## config.mk

```make
export PLATFORM = sky130hd
export DESIGN_NAME = serial_adder
export DESIGN_NICKNAME = d
export VERILOG_FILES = /design/src/rtl/arith_pkg.sv /design/src/rtl/fa_cell.sv /design/src/rtl/serial_adder.sv
export SDC_FILE = /design/constraint.sdc
export NUM_CORES = 1
export LEC_CHECK = 0
export BUFFER_PORTS_ARGS = -buffer_cell sky130_fd_sc_hd__buf_4
export CAP_MARGIN = 20
export CORE_UTILIZATION = 51
export CTS_BUF_LIST = sky130_fd_sc_hd__clkbuf_8
export DETAILED_ROUTE_END_ITERATION = 8
export PLACE_DENSITY = 0.81
export RECOVER_POWER = 25
export SYNTH_ARGS = -nofsm -noshare
export SYNTH_HDL_FRONTEND = slang
export SYNTH_SLANG_ARGS = --single-unit
```

## constraint.sdc

```tcl
create_clock -name clk -period 1.5 [get_ports clk]
set_input_delay 0.075 -clock clk [delete_from_list [all_inputs] [get_ports clk]]
set_output_delay 0.075 -clock clk [all_outputs]
set_load 0.05 [all_outputs]
```

## src/rtl/arith_pkg.sv

```systemverilog
// Shared arithmetic definitions: FSM state encoding and default datapath width.
package arith_pkg;

    localparam int DEFAULT_WIDTH = 8;

    typedef enum logic [1:0] {
        IDLE = 2'd0,
        RUN  = 2'd1,
        DONE = 2'd2
    } state_t;

endpackage

```

## src/rtl/fa_cell.sv

```systemverilog
// Combinational 1-bit full adder: the single arithmetic cell of the serial datapath.
module fa_cell (
    input  logic a,
    input  logic b,
    input  logic ci,
    output logic s,
    output logic co
);

    assign s  = a ^ b ^ ci;
    assign co = (a & b) | (a & ci) | (b & ci);

endmodule

```

## src/rtl/serial_adder.sv

```systemverilog
// Bit-serial WIDTH-bit adder, LSB first, one bit per clock through one full adder.
//
// Handshake: start is sampled only while idle; the edge that sees it captures
// a/b/cin and raises busy for exactly WIDTH cycles. done then pulses for one
// cycle with sum/cout/ovf valid; those results hold until the next completion.
// start while busy or done is ignored, and the earliest next acceptance is two
// edges after the final RUN edge.
module serial_adder
    import arith_pkg::*;
#(
    parameter int WIDTH = DEFAULT_WIDTH
) (
    input  logic             clk,
    input  logic             rst_n,
    input  logic             start,
    input  logic [WIDTH-1:0] a,
    input  logic [WIDTH-1:0] b,
    input  logic             cin,
    output logic             busy,
    output logic             done,
    output logic [WIDTH-1:0] sum,
    output logic             cout,
    output logic             ovf,
    output state_t           dbg_state
);

    localparam int             CW       = $clog2(WIDTH);
    localparam logic [CW-1:0]  CNT_MSB  = CW'(WIDTH - 2);
    localparam logic [CW-1:0]  CNT_LAST = CW'(WIDTH - 1);

    state_t           state;
    logic [WIDTH-1:0] a_sh;
    logic [WIDTH-1:0] b_sh;
    logic [WIDTH-1:0] acc;
    logic             carry;
    logic             cmsb;
    logic [CW-1:0]    cnt;
    logic             fa_s;
    logic             fa_co;

    fa_cell u_fa (
        .a  (a_sh[0]),
        .b  (b_sh[0]),
        .ci (carry),
        .s  (fa_s),
        .co (fa_co)
    );

    // Control FSM and serial datapath: capture on start, shift one bit per RUN edge, publish on last bit.
    always_ff @(posedge clk or negedge rst_n) begin
        if (!rst_n) begin
            state <= IDLE;
            a_sh  <= '0;
            b_sh  <= '0;
            acc   <= '0;
            carry <= 1'b0;
            cmsb  <= 1'b0;
            cnt   <= '0;
            sum   <= '0;
            cout  <= 1'b0;
            ovf   <= 1'b0;
        end else begin
            case (state)
                IDLE: begin
                    if (start) begin
                        a_sh  <= a;
                        b_sh  <= b;
                        carry <= cin;
                        acc   <= '0;
                        cnt   <= '0;
                        cmsb  <= 1'b0;
                        state <= RUN;
                    end
                end
                RUN: begin
                    acc   <= {fa_s, acc[WIDTH-1:1]};
                    a_sh  <= a_sh >> 1;
                    b_sh  <= b_sh >> 1;
                    carry <= fa_co;
                    cnt   <= cnt + 1'b1;
                    // Carry produced by bit WIDTH-2 is the carry into the MSB.
                    if (cnt == CNT_MSB) begin
                        cmsb <= fa_co;
                    end
                    if (cnt == CNT_LAST) begin
                        sum   <= {fa_s, acc[WIDTH-1:1]};
                        cout  <= fa_co;
                        ovf   <= fa_co ^ cmsb;
                        // Park the counter rather than letting it wrap.
                        cnt   <= '0;
                        state <= DONE;
                    end
                end
                DONE: begin
                    state <= IDLE;
                end
                default: begin
                    state <= IDLE;
                end
            endcase
        end
    end

    // Status flags decoded purely from registered state.
    always_comb begin
        busy      = (state == RUN);
        done      = (state == DONE);
        dbg_state = state;
    end

endmodule

```

### Word-level counts from Yosys, hierarchy flattened

Cells that the tools add are included.

| storage, ports and cells | value |
|---|---|
| register bits after elaboration | 41 |
| latch bits | 0 |
| memory bits (writable) | 0 |
| memory bits (read-only) | 0 |
| input bits | 20 |
| output and inout bits | 14 |
| word-level logic and storage cells | 49 |
| memories kept | 0 |

| cells by class | value |
|---|---|
| add/subtract/negate cells | 1 |
| multipliers | 0 |
| divide/modulo/power cells | 0 |
| order comparisons | 0 |
| equal/unequal tests | 7 |
| shifts and indexed selects | 0 |
| mux-type cells | 17 |
| bitwise gates (word level) | 8 |
| reduce and logical (&&, ||, !) cells | 6 |

Operator list:

| operator | count |
|---|---|
| $pmux W8 S2 | 3 |
| $mux W8 | 3 |
| $eq A3 B3 Y1 const B | 2 |
| $mux W3 | 2 |
| $pmux W3 S2 | 1 |
| $reduce_and A2 Y1 | 3 |
| $mux W2 | 2 |
| $ne A2 B1 Y1 const B | 2 |
| $pmux W1 S2 | 2 |
| $pmux W2 S2 | 1 |
| $add A3 B1 Y3 const B | 1 |
| $and A1 B1 Y1 | 3 |
| $mux W1 | 3 |
| $reduce_and A3 Y1 | 1 |
| $xor A1 B1 Y1 | 3 |
| $eq A2 B1 Y1 const B | 1 |
| $eq A2 B2 Y1 const B | 1 |
| $logic_not A2 Y1 | 1 |
| $ne A2 B2 Y1 const B | 1 |
| $or A1 B1 Y1 | 2 |
| $reduce_bool A2 Y1 | 1 |

### Depth between registers and ports, before layout

Gate-level depths: netlist of the first run.

| logic depth | value |
|---|---|
| depth in word-level cells | 5 |
| mapped depth | 6 |
| gate-level depth less buffers | 5 |

### Cells and area by module

A second synthesis of the first run with hierarchy kept.

| unflattened totals | value |
|---|---|
| cell total of the unflattened synthesis | 150 |
| area total of the unflattened synthesis | 1831.8 sq um |

Modules (own cells, without submodules):

| module | times used | cells an instance | area an instance (sq um) | sequential area each (sq um) |
|---|---|---|---|---|
| serial_adder | 1 | 149 | 1811.7 | 1001.0 |
| fa_cell | 1 | 1 | 20.0 | 0.0 |

### Worst setup path before layout of the first run

OpenSTA, ideal clock, no wires.

| timing | value |
|---|---|
| path kind | register to output |
| start point | register state[0], in the netlist dbg_state[0] |
| end point | output done |
| arrival time | 1571 ps |
| required time | 1425 ps |
| path slack | -146 ps |
| cell stages (with the launch flop) | 3 |
| path buffers | 1 |
| cell sequence | dfrtp_1 -> buf_2 -> nor2b_1 |

| on the way | value |
|---|---|
| word-level cells in the longest chain between the ends | 1 |

Ends and longest elaborated chain:

| element | RTL line | source |
|---|---|---|
| start: declaration | serial_adder.sv:31 | `state_t state;` |
| start signal: assignment | serial_adder.sv:52 | `state <= IDLE;` |
| start signal: assignment | serial_adder.sv:72 | `state <= RUN;` |
| start signal: assignment | serial_adder.sv:91 | `state <= DONE;` |
| $eq A2 B2 Y1 | serial_adder.sv:107 | `done = (state == DONE);` |
| end: declaration | serial_adder.sv:20 | `output logic done,` |

Every way passes these cells.

### Worst setup path in the final report of the first run

| timing | value |
|---|---|
| start point | register state[1], in the netlist dbg_state[1] |
| end point | output busy |

| on the way | value |
|---|---|
| word-level cells in the longest chain between the ends | 1 |

Ends and longest elaborated chain:

| element | RTL line | source |
|---|---|---|
| $eq A2 B1 Y1 | serial_adder.sv:106 | `busy = (state == RUN);` |
| end: declaration | serial_adder.sv:19 | `output logic busy,` |

Every way passes these cells.

==> results of run 1 <==
state kept, by name, summed over array words and instances, names as in the netlist, 2 cells and up:
signal and count:
a_sh 8, sum 8, dbg_state 2, acc 7, cnt 3, b_sh 8
worst max-delay path, cell delays in order (launching register included):
cell	delay, ps
dfrtp_2	440
nand2b_2	230
inv_4	100
buf_6	140
buf_6	160
report_power, final:
part	leakage [nW]	switching (W)	total [W]	internal [W]
Combinational	0.589	0.00129	0.00234	0.00105
Sequential	0.512	0.000310	0.00186	0.00155
Clock	0.0538	0.000347	0.000708	0.000361
layout make-up:
cell class	instances	share of cell area, %
Clock inverter	2	0.333
Sequential cell	40	44.5
Multi-Input combinational cell	97	33.0
Timing Repair Buffer	42	15.4
Clock buffer	6	3.66
Tap cell	46	2.55
Inverter	3	0.610
cells by family (layout without fill, tap and decap cells):
group,after synthesis,count (layout)
DFF,40,40
AOI/OAI and AO/OA,37,37
and+or+nand+nor,33,34
muxes,21,21
buffers and inverters,12,53
adders and majority gates,4,4
xor gates and xnor gates,1,1
cells in the final DEF (no fill, tap or decap), drive strengths merged, types with 4 or more instances in the layout:
cell type / count
a21oi: 4
a22o: 8
buf: 40
clkbuf: 7
dfrtp: 40
inv: 5
mux2: 9
mux2i: 12
nand2: 22
nor2b: 5
o21ai: 20
worst min path at each step:
stage | slack (ps) | cells past startpoint | to
after floorplan | -220 | 0 | a_sh[0]$_DFFE_PN0P_
after global placement | 70 | 1 | sum[4]$_DFFE_PN0P_
after detailed placement | 70 | 1 | sum[4]$_DFFE_PN0P_
after CTS | 40 | 3 | b_sh[6]$_DFFE_PN0P_
after global routing | 50 | 3 | b_sh[2]$_DFFE_PN0P_
final | 50 | 3 | b_sh[3]$_DFFE_PN0P_
per-layer routing:
| metal | global-route usage [%] | wire [um] | up-vias |
|---|---|---|---|
| li1 | - | - | 594 |
| met1 | 25.7 | 1480 | 615 |
| met2 | 34.3 | 1720 | 38 |
| met3 | 7.04 | 182 | 7 |
| met4 | 7.62 | 50 | 0 |
| met5 | 0 | 0 | - |
synth_stat cells, types with 2 or more instances:
| cell | number | area, um2 |
|---|---|---|
| a22o_1 | 8 | 70.1 |
| nand2_1 | 22 | 82.6 |
| mux2_2 | 2 | 22.5 |
| inv_1 | 2 | 7.51 |
| mux2i_1 | 12 | 120 |
| o21ai_0 | 9 | 45.0 |
| a21oi_1 | 4 | 20.0 |
| buf_6 | 5 | 56.3 |
| and3b_1 | 2 | 17.5 |
| dfrtp_1 | 40 | 1000 |
| o21ai_1 | 11 | 55.1 |
| ha_1 | 3 | 37.5 |
| nor2b_1 | 5 | 31.3 |
| mux2_4 | 7 | 105 |
repair_timing:
action | 4_1_cts | 5_1_grt
hold buffers | 1 | 0
endpoints found under the hold margin | 40 | 0
gates cloned | 1 | 0
gates resized for setup | 1 | 4
buffers inserted | 2 | 0
setup endpoints to repair | 3 | 8
per-stage QoR:
step	std cells	hold WS, ps	util (%)	setup WS [ps]
after floorplan	148	-221	-	26.7
after global placement	224	68.1	62.5	57.1
after detailed placement	224	74.3	62.5	6.15
after CTS	236	42.2	66.3	0.521
after global routing	236	49.9	66.6	1.96
final	236	49.3	66.6	57.8
==> results.sh, run 1 <==
export IMPL_status="complete, no violations"
export IMPL_cap_violations=0
export IMPL_rsz0062_at_grt="false"
export IMPL_ys_types=30
export IMPL_cts_sinks=40
export IMPL_synth_edff_count=0
export IMPL_grt_usage_pct=20.9
export IMPL_hold_viol_final=0
export IMPL_synth_simple_gate_area_share_pct=9.73
export IMPL_slew_violations=0
export IMPL_synthAdderAreaFrac_pct=3.15
export IMPL_rows=21
export IMPL_grt_pass1_wl_um=5560
export IMPL_slew_limit_headroom_pct=36.9
export IMPL_hold_class="primary input to flip-flop"
export IMPL_critical_path_arrival_ps=1370
export IMPL_synthMuxAreaShare_pct=13.6
export IMPL_grt_ovfl_total=0
export IMPL_hpwlAfterDp_um=2270
export IMPL_wire_per_inst_um=14.5
export IMPL_gp_congestion=0.730
export IMPL_fmax_mhz=693
export IMPL_grt_max_degree=41
export IMPL_synth_main_ff_cell="dfrtp_1"
export IMPL_synthArstFlopShare_pct=100
export IMPL_fin_tns_setup_ps=0
export IMPL_ys_seq_elements=40
export IMPL_placed_cell_area_um2=2120
export IMPL_cp_startpoint="dbg_state[1]$_DFFE_PN0P_"
export IMPL_p_leak_nw=1.15
export IMPL_cts_max_path_buffers=2
export IMPL_clk_latency_ps=300
export IMPL_required_ps=1420
export IMPL_seq_area_frac_synth_pct=54.8
export IMPL_die_h_um=61.9
export IMPL_reg2reg_to="cout$_DFFE_PN0P_"
export IMPL_mappedNetlistNets=172
export IMPL_synth_area_per_cell_um2=12.3
export IMPL_fin_nets=213
export IMPL_drc=0
export IMPL_htree_levels=2
export IMPL_wl_um=3430
export IMPL_yosys_warnings=0
export IMPL_synth_compound_area_share_pct=12.6
export IMPL_finalPower_w=0.00491
export IMPL_syn_inst=148
export IMPL_worstSetupPathType="flip-flop to primary output"
export IMPL_vdd_drop_max_mv=0.964
export IMPL_drive_gt1_share_pct=35.3
export IMPL_dieArea_um2=3830
export IMPL_drt_initial_drc_count=48
export IMPL_reg2reg_slack_ps=80
export IMPL_synth_xor_area_share_pct=0.479
export IMPL_worst_pin_slew_ps=946
export IMPL_multi_input_area_um2=744
export IMPL_fin_skew_ps=4.50
export IMPL_core_area_um2=3390
export IMPL_timing_rr_start="cnt[1]$_DFFE_PN0P_"
export IMPL_vias=1254
export IMPL_path_clk_slew_ps=70
export IMPL_cellPowerDensity_nw_per_um2=2170
export IMPL_numCtsBuffers=5
export IMPL_fin_crit_sh_pct=96.1
export IMPL_endpoint="busy"
export IMPL_portBuffers=33
export IMPL_start_kind="flip-flop"
export IMPL_pin_count=34
export IMPL_period_minus_slack_ps=1440
export IMPL_syn_area_um2=1830
export IMPL_nFillCells=257
export IMPL_fin_area_um2=2260
export IMPL_n_antenna_cell=0
export IMPL_drtAntennaViolNets=0
export IMPL_hold_path_startpoint="b[3]"
export IMPL_vias_per_cell=5.31
export IMPL_die_x_um=61.9
export IMPL_syn_to_final_growth_pct=23.6
export IMPL_finalSetupViolCount=0
export IMPL_root_buffer="clkbuf_8"
export IMPL_drt_first_pass_iters=4
export IMPL_grt_pass1_vias=1196
export IMPL_end_kind="primary output"
export IMPL_start_util_pct=53.9
export IMPL_cp_max_fo=8
export IMPL_reg2reg_depth=4
export IMPL_antenna_found_initial=0
export IMPL_regArea_um2=1000
export IMPL_cts_tree="done"
export IMPL_synth_top_family_by_area="multiplexers"
(Power assumes the default switching activity.)
==> run 2: changes to the inputs <==
- PLACE_DENSITY: 0.81 -> 0.82
==> results.sh, run 2 (synthesized netlist as in run 1, its figures left out) <==
export IMPL_dieArea_um2=3830
export IMPL_worst_pin_slew_ps=969
export IMPL_end_kind="flip-flop"
export IMPL_fin_crit_sh_pct=95.1
export IMPL_clk_latency_ps=280
export IMPL_numCtsBuffers=5
export IMPL_grt_max_degree=41
export IMPL_pin_count=34
export IMPL_drtAntennaViolNets=0
export IMPL_cellPowerDensity_nw_per_um2=2210
export IMPL_start_kind="flip-flop"
export IMPL_core_area_um2=3390
export IMPL_hold_class="primary input to flip-flop"
export IMPL_top_regs="a_sh (8), b_sh (8), sum (8)"
export IMPL_root_buffer="clkbuf_8"
export IMPL_hpwlAfterDp_um=2210
export IMPL_period_minus_slack_ps=1430
export IMPL_cts_max_path_buffers=2
export IMPL_wl_um=3340
export IMPL_portBuffers=33
export IMPL_rsz0062_at_grt="false"
export IMPL_status="complete, no violations"
export IMPL_grt_pass1_vias=1182
export IMPL_setup_ws_ps=73.8
export IMPL_switchingPower_w=0.00195
export IMPL_fin_nets=212
export IMPL_endpoint="sum[2]$_DFFE_PN0P_"
export IMPL_final_common_cell="dfrtp_1"
export IMPL_hold_viol_final=0
export IMPL_vias=1232
export IMPL_fin_skew_ps=5.64
export IMPL_wire_per_inst_um=14.2
export IMPL_gp_congestion=0.743
export IMPL_cts_tree="done"
export IMPL_syn_to_final_growth_pct=24.5
export IMPL_cp_max_fo=5
export IMPL_cts_sinks=40
export IMPL_rows=21
export IMPL_grt_ovfl_total=0
export IMPL_clock_power_share_pct=16.8
export IMPL_start_util_pct=53.9
export IMPL_swShare_pct=38.8
export IMPL_reg2reg_slack_ps=70
export IMPL_finalPower_w=0.00503
export IMPL_antenna_found_initial=0
export IMPL_die_h_um=61.9
export IMPL_reg2reg_to="sum[2]$_DFFE_PN0P_"
export IMPL_drc=0
export IMPL_timing_rr_start="cnt[1]$_DFFE_PN0P_"
export IMPL_grt_pass1_wl_um=5330
export IMPL_intPower_w=0.00308
export IMPL_critical_path_arrival_ps=1600
export IMPL_fin_tns_setup_ps=0
export IMPL_cap_violations=0
export IMPL_fmax_mhz=701
export IMPL_vias_per_cell=5.24
export IMPL_cp_slowest_cell="dfrtp_1"
export IMPL_path_buf_inv=0
export IMPL_path_clk_slew_ps=80
export IMPL_grt_usage_pct=19.5
export IMPL_cp_top_family="adder cells"
export IMPL_seq_power_share_pct=37.0
export IMPL_slew_violations=0
export IMPL_worstSetupPathType="flip-flop to flip-flop"
export IMPL_reg2reg_depth=4
export IMPL_htree_levels=2
export IMPL_finalSetupViolCount=0
export IMPL_cp_startpoint="cnt[1]$_DFFE_PN0P_"
export IMPL_layout_common_cells="38 x dfrtp_1, 36 x buf_4, 22 x nand2_1, 12 x mux2i_1, 11 x o21ai_1"
export IMPL_n_antenna_cell=0
export IMPL_die_x_um=61.9
export IMPL_pre_cts_ws_ps=22.0
export IMPL_crit_cells=4
export IMPL_pwr_share_comb_pct=46.2
export IMPL_cp_cell_sequence="ha_1 -> ha_2 -> nand3b_2 -> mux2_4"
export IMPL_required_ps=1670
export IMPL_p_leak_nw=1.16
export IMPL_drt_first_pass_iters=4
export IMPL_vdd_drop_max_mv=1.34
export IMPL_cpPeakStageDelay_ps=400
export IMPL_drt_initial_drc_count=37
export IMPL_slew_limit_headroom_pct=35.4
export IMPL_drive_gt1_share_pct=35.4
-- run 2: changes by cell type in the layout (fill, tap and decap cells not counted), sizes merged --
cell	change
clkbuf	-1
inv	-1
bufinv	+1
buf	-1
clkinv	+1
-- run 2: worst min path at each step --
| stage | cells after the start | endpoint | start | slack [ps] |
|---|---|---|---|---|
| floorplan | 0 | a_sh[0]$_DFFE_PN0P_ | rst_n | -220 |
| finish | 3 | b_sh[1]$_DFFE_PN0P_ | b[1] | 50 |
| global route | 3 | b_sh[4]$_DFFE_PN0P_ | b[4] | 60 |
| CTS | 3 | b_sh[1]$_DFFE_PN0P_ | b[1] | 50 |
| global placement | 1 | sum[4]$_DFFE_PN0P_ | rst_n | 70 |
| detailed placement | 1 | acc[4]$_DFFE_PN0P_ | rst_n | 80 |
-- run 2: per-stage QoR --
step / hold WS [ps] / area [um2] / util [%] / cells
floorplan: -221 / 1830 / - / 148
global placement: 66.2 / 2110 / 62.3 / 223
detailed placement: 77.9 / 2110 / 62.3 / 223
CTS: 53.6 / 2240 / 66.0 / 233
global route: 64.7 / 2270 / 67.1 / 235
finish: 54.6 / 2270 / 67.1 / 235
-- run 2: power groups by stage --
| stage | Combinational [W] | Clock (W) | Sequential [W] |
|---|---|---|---|
| finish | 0.00232 | 0.000844 | 0.00186 |
| CTS | 0.00227 | 0.000867 | 0.00186 |
| floorplan | 0.00128 | 0 | 0.00227 |
| global route | 0.00252 | 0.000906 | 0.00193 |
| global placement | 0.00212 | 0 | 0.00189 |
| detailed placement | 0.00218 | 0 | 0.00193 |
-- run 2: final cells by class --
cell class / instances / area [um2]
clock buffers: 5 / 68.8
clock inverters: 3 / 38.8
fillers: 269 / 1110
inverters: 3 / 11.3
multi-input cells: 97 / 749
flip-flops and latches: 40 / 1000
well taps: 46 / 57.6
repair buffers: 41 / 345
-- run 2: repair_timing --
action / 4_1_cts / 5_1_grt
resized for setup: 0 / 6
setup buffers: 1 / 1
gates cloned: 0 / 1
hold buffers: 1 / 0
hold endpoints to repair: 40 / 0
setup endpoints to repair: 1 / 10
pin swaps: 0 / 1
-- run 2: worst min-delay path: stages --
cell	delay (ps)
buf_4	70
mux2i_1	50
o21ai_1	100
-- run 2: per-layer routing --
| layer | GRT usage (%) | up-vias | routed length (um) |
|---|---|---|---|
| met1 | 23.0 | 606 | 1500 |
| met3 | 6.21 | 2 | 134 |
| met2 | 34.1 | 30 | 1690 |
| li1 | - | 594 | - |
| met4 | 5.71 | 0 | 15 |
| met5 | 0 | - | 0 |
==> run 3: changes to the inputs <==
- CORE_ASPECT_RATIO: default -> 0.8
- PLACE_DENSITY: 0.82 -> 0.77
==> results.sh, run 3 (synthesized netlist as in run 1, its figures left out) <==
export IMPL_status="complete, no violations"
export IMPL_rows=19
export IMPL_drc=0
export IMPL_drt_first_pass_iters=4
export IMPL_numCtsBuffers=5
export IMPL_vias_per_cell=5.40
export IMPL_fin_tns_setup_ps=0
export IMPL_portBuffers=33
export IMPL_worstSetupPathType="flip-flop to primary output"
export IMPL_fin_crit_sh_pct=96.1
export IMPL_die_h_um=55.5
export IMPL_setup_ws_ps=58.0
export IMPL_wl_um=3480
export IMPL_fmax_mhz=693
export IMPL_gp_congestion=0.724
export IMPL_finalSetupViolCount=0
export IMPL_hpwlAfterDp_um=2370
export IMPL_vdd_drop_max_mv=1.27
export IMPL_clk_latency_ps=300
export IMPL_swShare_pct=40.2
export IMPL_hold_class="primary input to flip-flop"
export IMPL_required_ps=1420
export IMPL_switchingPower_w=0.00199
export IMPL_path_clk_slew_ps=80
export IMPL_timing_hold_ws_ps=45.2
export IMPL_final_common_cell="dfrtp_1"
export IMPL_hold_viol_final=0
export IMPL_fin_skew_ps=6.33
export IMPL_period_minus_slack_ps=1440
export IMPL_cts_tree="done"
export IMPL_n_antenna_cell=0
export IMPL_cp_max_fo=9
export IMPL_intPower_w=0.00296
export IMPL_grt_pass1_vias=1205
export IMPL_drive_gt1_share_pct=35.3
export IMPL_layout_cells_non_filler=232
export IMPL_post_route_util_pct=65.9
export IMPL_fin_nets=213
export IMPL_grt_usage_pct=20.8
export IMPL_top_regs="a_sh (8), b_sh (8), sum (8)"
export IMPL_die_x_um=68.9
export IMPL_dpl_cell_count=221
export IMPL_vias=1253
export IMPL_cts_max_path_buffers=2
export IMPL_root_buffer="clkbuf_8"
export IMPL_drt_initial_drc_count=64
export IMPL_htree_levels=2
export IMPL_layout_common_cells="38 x dfrtp_1, 37 x buf_4, 22 x nand2_1, 12 x mux2i_1, 11 x o21ai_1"
export IMPL_slew_violations=0
export IMPL_core_area_um2=3420
export IMPL_nFillCells=274
export IMPL_rsz0062_at_grt="false"
export IMPL_worst_pin_slew_ps=959
export IMPL_cts_sinks=40
export IMPL_syn_to_final_growth_pct=23.4
export IMPL_start_kind="flip-flop"
export IMPL_antenna_found_initial=0
export IMPL_cellPowerDensity_nw_per_um2=2200
export IMPL_dieArea_um2=3830
export IMPL_start_util_pct=53.4
export IMPL_grt_ovfl_total=0
export IMPL_pwr_share_comb_pct=47.8
export IMPL_grt_pass1_wl_um=5660
export IMPL_slew_limit_headroom_pct=36.0
export IMPL_p_leak_nw=1.17
export IMPL_end_kind="primary output"
export IMPL_cap_violations=0
export IMPL_grt_max_degree=41
export IMPL_seq_power_share_pct=37.5
export IMPL_pin_count=34
export IMPL_drtAntennaViolNets=0
export IMPL_clock_power_share_pct=14.6
export IMPL_critical_path_arrival_ps=1370
export IMPL_wire_per_inst_um=15.0
export IMPL_pre_cts_ws_ps=19.7
run 3: what timing repair did:
item,in CTS,in global routing
setup endpoints to repair,1,11
endpoints found under the hold margin,40,0
buffers inserted,1,0
hold buffers,1,0
gates resized for setup,0,4
cloned,0,1
run 3: critical path, stage by stage, from the launching register on:
cell      delay (ps)
dfrtp_2          440
nand2b_2         210
inv_2             90
buf_4            170
buf_6            170
run 3: metal layers:
| layer | global-route usage (%) | share of wire [%] | vias up |
|---|---|---|---|
| li1 | - | - | 600 |
| met1 | 28.7 | 47 | 623 |
| met2 | 30.9 | 47 | 25 |
| met3 | 7.02 | 4.5 | 5 |
| met4 | 6.12 | 1.3 | 0 |
| met5 | 0 | 0 | - |
run 3: stage by stage:
stage	cell area (um2)	power [W]
3_3_place_gp	2120	0.00404
4_1_cts	2230	0.00492
6_report	2250	0.00495
2_1_floorplan	1830	0.00355
3_5_place_dp	2120	0.00417
5_1_grt	2250	0.00528
run 3: power groups by stage:
stage | Combinational, W | Clock [W] | Sequential [W]
floorplan | 0.00128 | 0 | 0.00227
global route | 0.00257 | 0.000794 | 0.00191
global placement | 0.00216 | 0 | 0.00188
finish | 0.00237 | 0.000723 | 0.00186
CTS | 0.00233 | 0.000732 | 0.00185
detailed placement | 0.00226 | 0 | 0.00191
run 3: final timing paths:
kind / start / endpoint / slack (ps) / depth (start not counted)
max: dbg_state[1]$_DFFE_PN0P_ / busy / 60 / 4
min: b[5] / b_sh[5]$_DFFE_PN0P_ / 50 / 3
max reg2reg: cnt[1]$_DFFE_PN0P_ / sum[5]$_DFFE_PN0P_ / 70 / 4
min reg2reg: b_sh[3]$_DFFE_PN0P_ / b_sh[3]$_DFFE_PN0P_ / 490 / 2
max in group asynchronous: rst_n / dbg_state[0]$_DFFE_PN0P_ / 360 / 2
min in group asynchronous: rst_n / acc[5]$_DFFE_PN0P_ / 470 / 2
run 3: layout make-up:
cell class	instances	area (um2)	area share [%]
flip-flops and latches	40	1000	44.5
multi-input cells	97	753	33.4
repair buffers	42	344	15.3
clock buffers	6	82.6	3.66
well taps	42	52.6	2.33
inverters	3	11.3	0.499
clock inverters	2	7.51	0.333
